`src/rtl/motor_sched.sv`:
```
// -----------------------------------------------------------------------------
// motor_sched
//
// Arbitrates two direction requesters (manual and automatic) for a single
// up/down motor. Every move starts with a dead-time interval with the command
// held at idle. The move runs until the target limit switch is reached, a stop
// arrives, a timeout expires, or a manual request takes over.
//
// Parameters
//   DEAD_CYCLES    : idle-command cycles before any motion starts (1..255)
//   TIMEOUT_CYCLES : maximum consecutive RUN cycles before a fault (2..2^32-1)
//
// Ports
//   clk        : system clock, all state changes on the rising edge
//   reset      : asynchronous, active-low reset
//   req_man    : manual requester level   (01 up, 10 down, 00/11 none)
//   req_auto   : automatic requester level (same encoding)
//   stop       : synchronous abort, active-high
//   clr_fault  : synchronous fault clear, active-high
//   TopeA_S    : upper limit switch status, active-high
//   TopeB_S    : lower limit switch status, active-high
//   cmd        : registered motor command (00 idle, 01 up, 10 down)
//   grant      : registered owner (01 manual, 10 auto, 00 none)
//   busy       : high while in DEAD or RUN
//   done       : one-cycle pulse when a move completes at its limit
//   fault      : high while in FAULT
// -----------------------------------------------------------------------------
module motor_sched #(
  parameter int unsigned DEAD_CYCLES    = 4,
  parameter logic [31:0] TIMEOUT_CYCLES = 32'd50_000_000
) (
  input  logic       clk,
  input  logic       reset,
  input  logic [1:0] req_man,
  input  logic [1:0] req_auto,
  input  logic       stop,
  input  logic       clr_fault,
  input  logic       TopeA_S,
  input  logic       TopeB_S,
  output logic [1:0] cmd,
  output logic [1:0] grant,
  output logic       busy,
  output logic       done,
  output logic       fault
);

  typedef enum logic [1:0] {
    IDLE  = 2'd0,
    DEAD  = 2'd1,
    RUN   = 2'd2,
    FAULT = 2'd3
  } state_t;

  localparam logic [1:0] DIR_NONE = 2'b00;
  localparam logic [1:0] DIR_UP   = 2'b01;
  localparam logic [1:0] DIR_DOWN = 2'b10;

  localparam logic [1:0] OWN_NONE = 2'b00;
  localparam logic [1:0] OWN_MAN  = 2'b01;
  localparam logic [1:0] OWN_AUTO = 2'b10;

  localparam logic [7:0] DEAD_LOAD = 8'(DEAD_CYCLES);

  // ---------------------------------------------------------------------------
  // State and registered outputs
  // ---------------------------------------------------------------------------
  state_t      state_reg;
  logic [1:0]  dir_reg;
  logic [1:0]  cmd_reg;
  logic [1:0]  grant_reg;
  logic        busy_reg;
  logic        done_reg;
  logic        fault_reg;
  logic [7:0]  dead_cnt_reg;
  logic [31:0] run_cnt_reg;

  // True when moving in direction d would drive into an already active limit.
  function automatic logic target_hit(input logic [1:0] d,
                                      input logic       lim_up,
                                      input logic       lim_down);
    return ((d == DIR_UP) && lim_up) || ((d == DIR_DOWN) && lim_down);
  endfunction

  // ---------------------------------------------------------------------------
  // Requester decode: index 0 is manual, index 1 is automatic.
  // req_ok means the level is a real direction and its target limit is free.
  // ---------------------------------------------------------------------------
  logic [1:0] req_bus [2];
  logic [1:0] req_valid;
  logic [1:0] req_ok;

  assign req_bus[0] = req_man;
  assign req_bus[1] = req_auto;

  genvar gi;
  generate
    for (gi = 0; gi < 2; gi++) begin : g_req
      assign req_valid[gi] = (req_bus[gi] == DIR_UP) || (req_bus[gi] == DIR_DOWN);
      assign req_ok[gi]    = req_valid[gi] &&
                             !target_hit(req_bus[gi], TopeA_S, TopeB_S);
    end
  endgenerate

  // ---------------------------------------------------------------------------
  // Per-cycle conditions used by the state machine
  // ---------------------------------------------------------------------------
  logic both_limits;
  logic dir_hit;
  logic run_timeout;
  logic preempt_flip;
  logic preempt_same;

  assign both_limits = TopeA_S && TopeB_S;
  assign dir_hit     = target_hit(dir_reg, TopeA_S, TopeB_S);

  // run_cnt_reg holds the number of RUN cycles already spent, starting at 1
  // on the entry edge, so the move is allowed exactly TIMEOUT_CYCLES cycles.
  assign run_timeout = (run_cnt_reg >= TIMEOUT_CYCLES);

  // Only an automatic owner can be displaced, and only by the manual side.
  // Reversing direction needs the new target limit to be free; a reversal
  // straight into an active limit would be pointless and is ignored.
  assign preempt_flip = (grant_reg == OWN_AUTO) && req_ok[0] &&
                        (req_man != dir_reg);
  assign preempt_same = (grant_reg == OWN_AUTO) && req_valid[0] &&
                        (req_man == dir_reg);

  // ---------------------------------------------------------------------------
  // Scheduler state machine
  // ---------------------------------------------------------------------------
  always_ff @(posedge clk or negedge reset) begin
    if (!reset) begin
      state_reg    <= IDLE;
      dir_reg      <= DIR_NONE;
      cmd_reg      <= DIR_NONE;
      grant_reg    <= OWN_NONE;
      busy_reg     <= 1'b0;
      done_reg     <= 1'b0;
      fault_reg    <= 1'b0;
      dead_cnt_reg <= 8'd0;
      run_cnt_reg  <= 32'd0;
    end else begin
      // done is a single-cycle pulse; only the completion branch raises it.
      done_reg <= 1'b0;

      unique case (state_reg)
        IDLE: begin
          if (both_limits) begin
            state_reg <= FAULT;
            fault_reg <= 1'b1;
          end else if (stop) begin
            // Abort held in IDLE blocks any acceptance this cycle.
            state_reg <= IDLE;
          end else if (req_ok[0]) begin
            state_reg    <= DEAD;
            dir_reg      <= req_man;
            grant_reg    <= OWN_MAN;
            busy_reg     <= 1'b1;
            dead_cnt_reg <= DEAD_LOAD;
          end else if (req_ok[1]) begin
            // Reached when manual is absent or rejected at its limit.
            state_reg    <= DEAD;
            dir_reg      <= req_auto;
            grant_reg    <= OWN_AUTO;
            busy_reg     <= 1'b1;
            dead_cnt_reg <= DEAD_LOAD;
          end
        end

        DEAD, RUN: begin
          if (both_limits) begin
            state_reg    <= FAULT;
            cmd_reg      <= DIR_NONE;
            grant_reg    <= OWN_NONE;
            busy_reg     <= 1'b0;
            fault_reg    <= 1'b1;
            dead_cnt_reg <= 8'd0;
            run_cnt_reg  <= 32'd0;
          end else if (stop) begin
            state_reg    <= IDLE;
            cmd_reg      <= DIR_NONE;
            grant_reg    <= OWN_NONE;
            busy_reg     <= 1'b0;
            dead_cnt_reg <= 8'd0;
            run_cnt_reg  <= 32'd0;
          end else if ((state_reg == RUN) && dir_hit) begin
            state_reg    <= IDLE;
            cmd_reg      <= DIR_NONE;
            grant_reg    <= OWN_NONE;
            busy_reg     <= 1'b0;
            done_reg     <= 1'b1;
            dead_cnt_reg <= 8'd0;
            run_cnt_reg  <= 32'd0;
          end else if ((state_reg == RUN) && run_timeout) begin
            state_reg    <= FAULT;
            cmd_reg      <= DIR_NONE;
            grant_reg    <= OWN_NONE;
            busy_reg     <= 1'b0;
            fault_reg    <= 1'b1;
            dead_cnt_reg <= 8'd0;
            run_cnt_reg  <= 32'd0;
          end else if (preempt_flip) begin
            // Reversal always goes back through a full dead-time interval.
            state_reg    <= DEAD;
            dir_reg      <= req_man;
            cmd_reg      <= DIR_NONE;
            grant_reg    <= OWN_MAN;
            dead_cnt_reg <= DEAD_LOAD;
            run_cnt_reg  <= 32'd0;
          end else begin
            // Same-direction takeover only changes the owner; the move and
            // its counters carry on exactly as before.
            if (preempt_same) begin
              grant_reg <= OWN_MAN;
            end

            if (state_reg == DEAD) begin
              if (dead_cnt_reg <= 8'd1) begin
                state_reg    <= RUN;
                cmd_reg      <= dir_reg;
                dead_cnt_reg <= 8'd0;
                run_cnt_reg  <= 32'd1;
              end else begin
                dead_cnt_reg <= dead_cnt_reg - 8'd1;
              end
            end else begin
              run_cnt_reg <= run_cnt_reg + 32'd1;
            end
          end
        end

        FAULT: begin
          // Clearing is refused while the limit pair is still inconsistent.
          if (clr_fault && !both_limits) begin
            state_reg <= IDLE;
            fault_reg <= 1'b0;
          end
        end

        default: begin
          state_reg    <= IDLE;
          cmd_reg      <= DIR_NONE;
          grant_reg    <= OWN_NONE;
          busy_reg     <= 1'b0;
          fault_reg    <= 1'b0;
          dead_cnt_reg <= 8'd0;
          run_cnt_reg  <= 32'd0;
        end
      endcase
    end
  end

  assign cmd   = cmd_reg;
  assign grant = grant_reg;
  assign busy  = busy_reg;
  assign done  = done_reg;
  assign fault = fault_reg;

endmodule

```
`config.mk`:
```
export PLATFORM = sky130hd
export DESIGN_NAME = motor_sched
export DESIGN_NICKNAME = d
export VERILOG_FILES = /design/src/rtl/motor_sched.sv
export SDC_FILE = /design/constraint.sdc
export NUM_CORES = 1
export LEC_CHECK = 0
export BUFFER_PORTS_ARGS = -buffer_cell sky130_fd_sc_hd__buf_2
export CAP_MARGIN = 25
export CELL_PAD_IN_SITES_DETAIL_PLACEMENT = 0
export CELL_PAD_IN_SITES_GLOBAL_PLACEMENT = 1
export CORE_ASPECT_RATIO = 0.8
export CORE_UTILIZATION = 51
export DETAILED_ROUTE_END_ITERATION = 10
export PLACE_DENSITY_LB_ADDON = 0.05
export SLEW_MARGIN = 40
export SYNTH_ARGS = -nofsm -noshare
export SYNTH_HDL_FRONTEND = slang
export SYNTH_SLANG_ARGS = --single-unit
```
`constraint.sdc`:
```
create_clock -name clk -period 6.9 [get_ports clk]
set_input_delay 1.38 -clock clk [delete_from_list [all_inputs] [get_ports clk]]
set_output_delay 1.38 -clock clk [all_outputs]
set_load 0.05 [all_outputs]
```
==> results.tsv, run 1 <==
stage	metric	value	unit
final_layout	design_area	3610	sq um
sta	min_period	3.79	ns
placement	port_buffers	16	
logic_synthesis	yosys.area_share.simple	24.5	%
logic_synthesis	synth_flop_cell	dfrtp_1	
worst_setup_path	cp-start-kind	primary input	
global_routing	use_met3	4.14	%
logic_synthesis	ys_seq_area_share	37.8	%
global_routing	gr-usage-met1	39.6	%
logic_synthesis	synth_top_family_by_area	compound AO/OA/AOI/OAI gates	
clock_tree	cts_sinks	51	
clock_tree	cts_hold_buf	0	
power	irDropWorstVdd	0.156	mV
power	static-leakage-power	1.53	nW
power	switching_share	47.5	%
sta	hold_viol_final	0	
global_routing	use_met2	33.7	%
floorplan	coreArea	6380	sq um
sta	setup_viol	0	
sta	final.period_utilization	55.0	%
final_layout	largest_reg_flops	32	
route	drt_iter0_markers	212	
logic_synthesis	yosysWarnings	0	
placement	hpwl	5.65	mm
run_status	violations	design-rule violations	
power	clockPowerShare	14.7	%
worst_setup_path	path_buf_inv	2	
clock_tree	cts_resized	0	
final_layout	nets	424	
floorplan	rows	26	
power	powerDensity	323	nW/um^2
sta	worst_slack	3.11	ns
logic_synthesis	synth_edf_count	0	
power	p_seq_share	33.6	%
worst_setup_path	crit_required	7.09	ns
floorplan	io_pins	17	
global_routing	busiest_layer	met1	
clock_tree	cts-root-buf	clkbuf_8	
power	power	1.16	mW
clock_tree	post_cts_buffers	0	
floorplan	fp.dieW	92.9	microns
clock_tree	clk_latency	0.30	ns
logic_synthesis	synth-adder-area-share	5.19	%
global_routing	grt_pass1_vias	2685	
logic_synthesis	synthXorXnorAreaFrac	0.779	%
global_routing	grt_antenna_before_repair	0	
worst_setup_path	cp.arrival	3.99	ns
route	viasPerCell	6.30	
final_layout	final_common_cell	dfrtp_1	
clock_tree	path_clk_slew	0.09	ns
sta	max-slew-margin-rel	50.7	%
route	post_drt_wl_per_cell	16.9	microns
placement	post-place-cells	477	
power	p_int	0.611	mW
route	drt_pass1_iterations	8	
sta	skew	0.00479	ns
placement	gp_congestion	0.872	
final_layout	final_cells	485	
clock_tree	numCtsBuffers	5	
sta	slew_violations	0	
sta	setup_tns	0	ns
logic_synthesis	synth.avg_cell_area	8.63	sq um
placement	placed_cell_area	3530	sq um
clock_tree	htreeDepth	2	
worst_setup_path	crit_path_max_fanout	8	
floorplan	start_util	52.9	%
final_layout	drive_gt1_share	9.98	%
worst_setup_path	worst_setup_path_end_kind	flip-flop	
logic_synthesis	synth.mux.area_fraction	1.93	%
logic_synthesis	synth_area	3370	sq um
final_layout	fin_util	56.6	%
worst_setup_path	regToRegSetupSlack	3.93	ns
floorplan	die-area	6950	sq um
clock_tree	cts_tree	built	
logic_synthesis	ys_types	57	
global_routing	grt_pass1_wl	13.5	mm
logic_synthesis	syn_nets	415	
sta	rsz0062_at_grt	no	
power	combPwrFrac	51.7	%
final_layout	antenna_cells	0	
logic_synthesis	synth_compound_area_share	25.2	%
final_layout	area_growth	7.01	%
logic_synthesis	yosys_register_bits	51	
sta	clock.fmax	0.264	GHz
global_routing	grt_overflow	0	
route	num_vias	3054	
logic_synthesis	synthArstFlopShare	100	%
global_routing	grtUsageTotal	24.6	%
run_status	status	finished with violations	
flow_run	maxCapViolCount	0	
global_routing	grt_max_degree	52	
logic_synthesis	synth_cells	391	
worst_setup_path	max_stage_delay	0.47	ns
final_layout	layout_common_cells	dfrtp_1 (51), nand2_1 (49), a31oi_1 (29)	
placement	pre_cts_ws	2.89	ns
route	route.detailed.drc	1	
route	wl	8.19	mm
worst_setup_path	path_delay_family	simple AND/OR/NAND/NOR gates	
worst_setup_path	crit_path_top_delay_cell	a222oi_1	
worst_setup_path	criticalPathCategory	in -> reg	
min_path	hp-class	reg -> reg	
floorplan	dieHeight	74.8	microns
route	postRouteAntennaNets	0	
clock_tree	cts.path.max_buffers	2	
sta	hold_slack	0.502	ns
sta	tightest_slew	0.733	ns
worst_setup_path	path_cells	buf_2 -> inv_1 -> ha_1 -> nor3b_1 -> o211ai_1 -> nand2_1 -> nor3_1 -> a222oi_1 -> mux2_2	
power	power_switching	0.554	mW
[worst paths after layout]
kind,start,cells after the start,end
max,req_man[0],9,state_reg[1]
min in group asynchronous,reset,2,run_cnt_reg[23]
max reg2reg,run_cnt_reg[28],6,state_reg[1]
min reg2reg,cmd[0],1,cmd[0]
max in group asynchronous,reset,2,run_cnt_reg[17]
min,cmd[0],1,cmd[0]
[cell type report]
| class | count | area, sq um |
|---|---|---|
| Timing Repair Buffer | 20 | 110 |
| Inverter | 20 | 75.1 |
| Multi-Input combinational cell | 302 | 1960 |
| Fill cell | 606 | 2770 |
| Clock inverter | 1 | 5.00 |
| Clock buffer | 7 | 76.3 |
| Tap cell | 84 | 105 |
| Sequential cell | 51 | 1280 |
[kinds of logic after synthesis]
logic type	Yosys count
compound gates	125
xor+xnor	3
fa+ha+maj	14
buf+inv	38
flops	51
mux	6
simple gates	154
[power groups by stage]
stage	clock network [mW]	logic, mW	registers, mW
3_3_place_gp	0	0.582	0.394
6_report	0.171	0.603	0.391
5_1_grt	0.189	0.668	0.398
4_1_cts	0.177	0.599	0.389
3_5_place_dp	0	0.597	0.395
2_1_floorplan	0	0.411	0.423
[cell usage after synthesis, types with 4 or more instances]
cell type,n,area share (%)
mux2_2,4,1.3
or4_1,4,0.89
a21oi_1,25,3.7
buf_2,6,0.89
nor3_1,4,0.59
or3_1,5,0.93
clkbuf_1,11,1.2
a22o_1,4,1.0
nand4_1,8,1.5
dfrtp_1,51,38
nand3_1,17,2.5
ha_1,14,5.2
nor4_1,7,1.3
inv_1,20,2.2
a41oi_1,9,2.3
nor2b_1,4,0.74
a21o_1,4,0.89
o21ai_0,23,3.4
o211ai_1,5,1.1
nor2_1,24,2.7
nand2_1,49,5.5
a31oi_1,29,5.4
and3_1,8,1.5
nand2b_1,7,1.3
[layer usage]
layer | up-vias | wire length [microns] | share of wire (%)
met5 | - | 0 | 0
met4 | 0 | 61 | 0.74
met3 | 8 | 344 | 4.2
met2 | 79 | 3330 | 41
met1 | 1478 | 4450 | 54
li1 | 1489 | - | -
(Power assumes the default switching activity.)
==> inputs of run 2 (changes only) <==
--- a/config.mk
+++ b/config.mk
@@ -10,7 +10,7 @@
 export CELL_PAD_IN_SITES_DETAIL_PLACEMENT = 0
 export CELL_PAD_IN_SITES_GLOBAL_PLACEMENT = 1
 export CORE_ASPECT_RATIO = 0.8
-export CORE_UTILIZATION = 51
+export CORE_UTILIZATION = 43
 export DETAILED_ROUTE_END_ITERATION = 10
 export PLACE_DENSITY_LB_ADDON = 0.05
 export SLEW_MARGIN = 40
==> constraint.sdc (replaced) <==
create_clock -name clk -period 3.1 [get_ports clk]
set_input_delay 0.62 -clock clk [delete_from_list [all_inputs] [get_ports clk]]
set_output_delay 0.62 -clock clk [all_outputs]
set_load 0.05 [all_outputs]
==> results.tsv, run 2 (same netlist as run 1, synthesis figures left out) <==
stage	metric	value	unit	change
route	drt_pass1_iterations	5		was 8
sta	setup_tns	0	ns	unchanged
final_layout	drive_gt1_share	12.9	%	was 9.98%
sta	rsz0062_at_grt	no		unchanged
sta	slew_violations	0		unchanged
global_routing	grt_pass1_vias	2749		was 2,685
sta	min_period	2.81	ns	
floorplan	start_util	45.0	%	was 52.9%
final_layout	nets	435		was 424
min_path	hp-class	in -> async		was reg -> reg
clock_tree	cts_resized	0		unchanged
sta	max-slew-margin-rel	53.2	%	was 50.7%
power	irDropWorstVdd	0.351	mV	was 0.156 mV
final_layout	fillers	739		was 606
floorplan	coreArea	7500	sq um	was 6380 sq um
clock_tree	post_cts_buffers	0		unchanged
final_layout	largest_reg_flops	32		unchanged
global_routing	grt_overflow	0		unchanged
worst_setup_path	crit_required	3.29	ns	was 7.09 ns
final_layout	antenna_cells	0		unchanged
final_layout	layout_common_cells	dfrtp_1 (51), nand2_1 (49), a31oi_1 (29)		unchanged
final_layout	final_cells	517		was 485
clock_tree	cts.path.max_buffers	2		unchanged
clock_tree	cts_hold_buf	0		unchanged
global_routing	grt_antenna_before_repair	0		unchanged
clock_tree	cts_tree	built		unchanged
worst_setup_path	cp.arrival	3.01	ns	was 3.99 ns
sta	final.period_utilization	90.8	%	
clock_tree	path_clk_slew	0.10	ns	was 0.09 ns
clock_tree	clk_latency	0.31	ns	was 0.30 ns
placement	gp_congestion	0.830		was 0.872
clock_tree	cts_sinks	51		unchanged
final_layout	fin_util	50.6	%	was 56.6%
placement	port_buffers	16		unchanged
worst_setup_path	criticalPathCategory	reg -> reg		was in -> reg
run_status	status	completed		was finished with violations
power	powerDensity	747	nW/um^2	was 323 nW/um^2
sta	setup_viol	0		unchanged
route	route.detailed.drc	0		was 1
floorplan	fp.dieW	101	microns	was 92.9 microns
global_routing	grtUsageTotal	22.1	%	was 24.6%
worst_setup_path	path_cells	or4_1 -> nor4_2 -> a211oi_4 -> nor3_1 -> buf_4 -> nand4_1 -> o311ai_0		was buf_2 -> inv_1 -> ha_1 -> nor3b_1 -> o211ai_1 -> nand2_1 -> nor3_1 -> a222oi_1 -> mux2_2
route	viasPerCell	5.89		was 6.30
floorplan	io_pins	17		unchanged
placement	post-place-cells	509		was 477
final_layout	area_growth	12.4	%	was 7.01%
worst_setup_path	worst_setup_path_end_kind	flip-flop		unchanged
route	wl	8.52	mm	was 8.19 mm
placement	hpwl	6.13	mm	was 5.65 mm
sta	tightest_slew	0.697	ns	was 0.733 ns
floorplan	die-area	8210	sq um	was 6950 sq um
flow_run	maxCapViolCount	0		unchanged
route	num_vias	3043		was 3,054
worst_setup_path	max_stage_delay	0.56	ns	was 0.47 ns
power	static-leakage-power	1.61	nW	was 1.53 nW
route	post_drt_wl_per_cell	16.5	microns	was 16.9 microns
floorplan	rows	28		was 26
clock_tree	numCtsBuffers	5		unchanged
sta	clock.fmax	0.355	GHz	
worst_setup_path	path_delay_family	simple AND/OR/NAND/NOR gates		unchanged
route	drt_iter0_markers	216		was 212
worst_setup_path	crit_path_top_delay_cell	or4_1		was a222oi_1
floorplan	dieHeight	81.2	microns	was 74.8 microns
sta	skew	0.00897	ns	was 0.00479 ns
sta	hold_viol_final	0		unchanged
clock_tree	htreeDepth	2		unchanged
final_layout	final_common_cell	dfrtp_1		unchanged
global_routing	grt_pass1_wl	14.2	mm	was 13.5 mm
worst_setup_path	cp-start-kind	flip-flop		was primary input
worst_setup_path	r2r_cells	7		was 6
power	power	2.83	mW	was 1.16 mW
worst_setup_path	cp.depth	7		was 9
worst_setup_path	crit_path_max_fanout	8		unchanged
global_routing	grt_max_degree	34		was 52
worst_setup_path	path_buf_inv	1		was 2
clock_tree	cts-root-buf	clkbuf_8		unchanged
route	postRouteAntennaNets	0		unchanged
==> run 2: through the flow <==
step           instance area (sq um)  hold WS [ns]  setup WS, ns
2_1_floorplan                   3370         0.324         0.367
3_3_place_gp                    3660         0.487         0.293
3_5_place_dp                    3660         0.485         0.182
4_1_cts                         3780         0.375         0.316
5_1_grt                         3790         0.402        0.0597
6_report                        3790         0.336         0.286
==> run 2: worst register-to-register path, delay by kind of cell (launching register included) <==
kind / cells / cell delay [ns]
AOI/OAI and AO/OA: 2 / 0.57
and+or+nand+nor: 4 / 1.46
DFF: 1 / 0.48
buffers and inverters: 1 / 0.18
==> run 2: metal layers <==
metal	wire length [microns]	global-route usage, %	up-vias
met1	4690	35.2	1447
met5	0	0	-
li1	-	-	1513
met4	72	4.78	0
met3	371	2.93	8
met2	3380	31.0	75
==> run 2: area by class of cell <==
class / instances / area (sq um) / area share (%)
clock buffer: 6 / 82.6 / 2.18
clock inverter: 2 / 35.0 / 0.923
inverter: 20 / 75.1 / 1.98
multi-input combinational: 302 / 1960 / 51.7
sequential: 51 / 1280 / 33.6
tap: 105 / 131 / 3.46
timing repair buffer: 31 / 230 / 6.07
==> run 2: path summary, 6_finish.rpt <==
| path | start | end | slack, ns |
|---|---|---|---|
| worst max-delay path | run_cnt_reg[18] | dead_cnt_reg[5] | 0.29 |
| worst min-delay path | reset | run_cnt_reg[21] | 0.34 |
| worst max register to register | run_cnt_reg[18] | dead_cnt_reg[5] | 0.29 |
| worst min register to register | cmd[0] | cmd[0] | 0.50 |
| max in group asynchronous | reset | grant[1] | 2.07 |
| min in group clk | cmd[0] | cmd[0] | 0.50 |
==> run 2: power by group <==
group	internal (mW)	switching (mW)
Clock	0.262	0.237
Combinational	0.544	0.922
Sequential	0.757	0.110
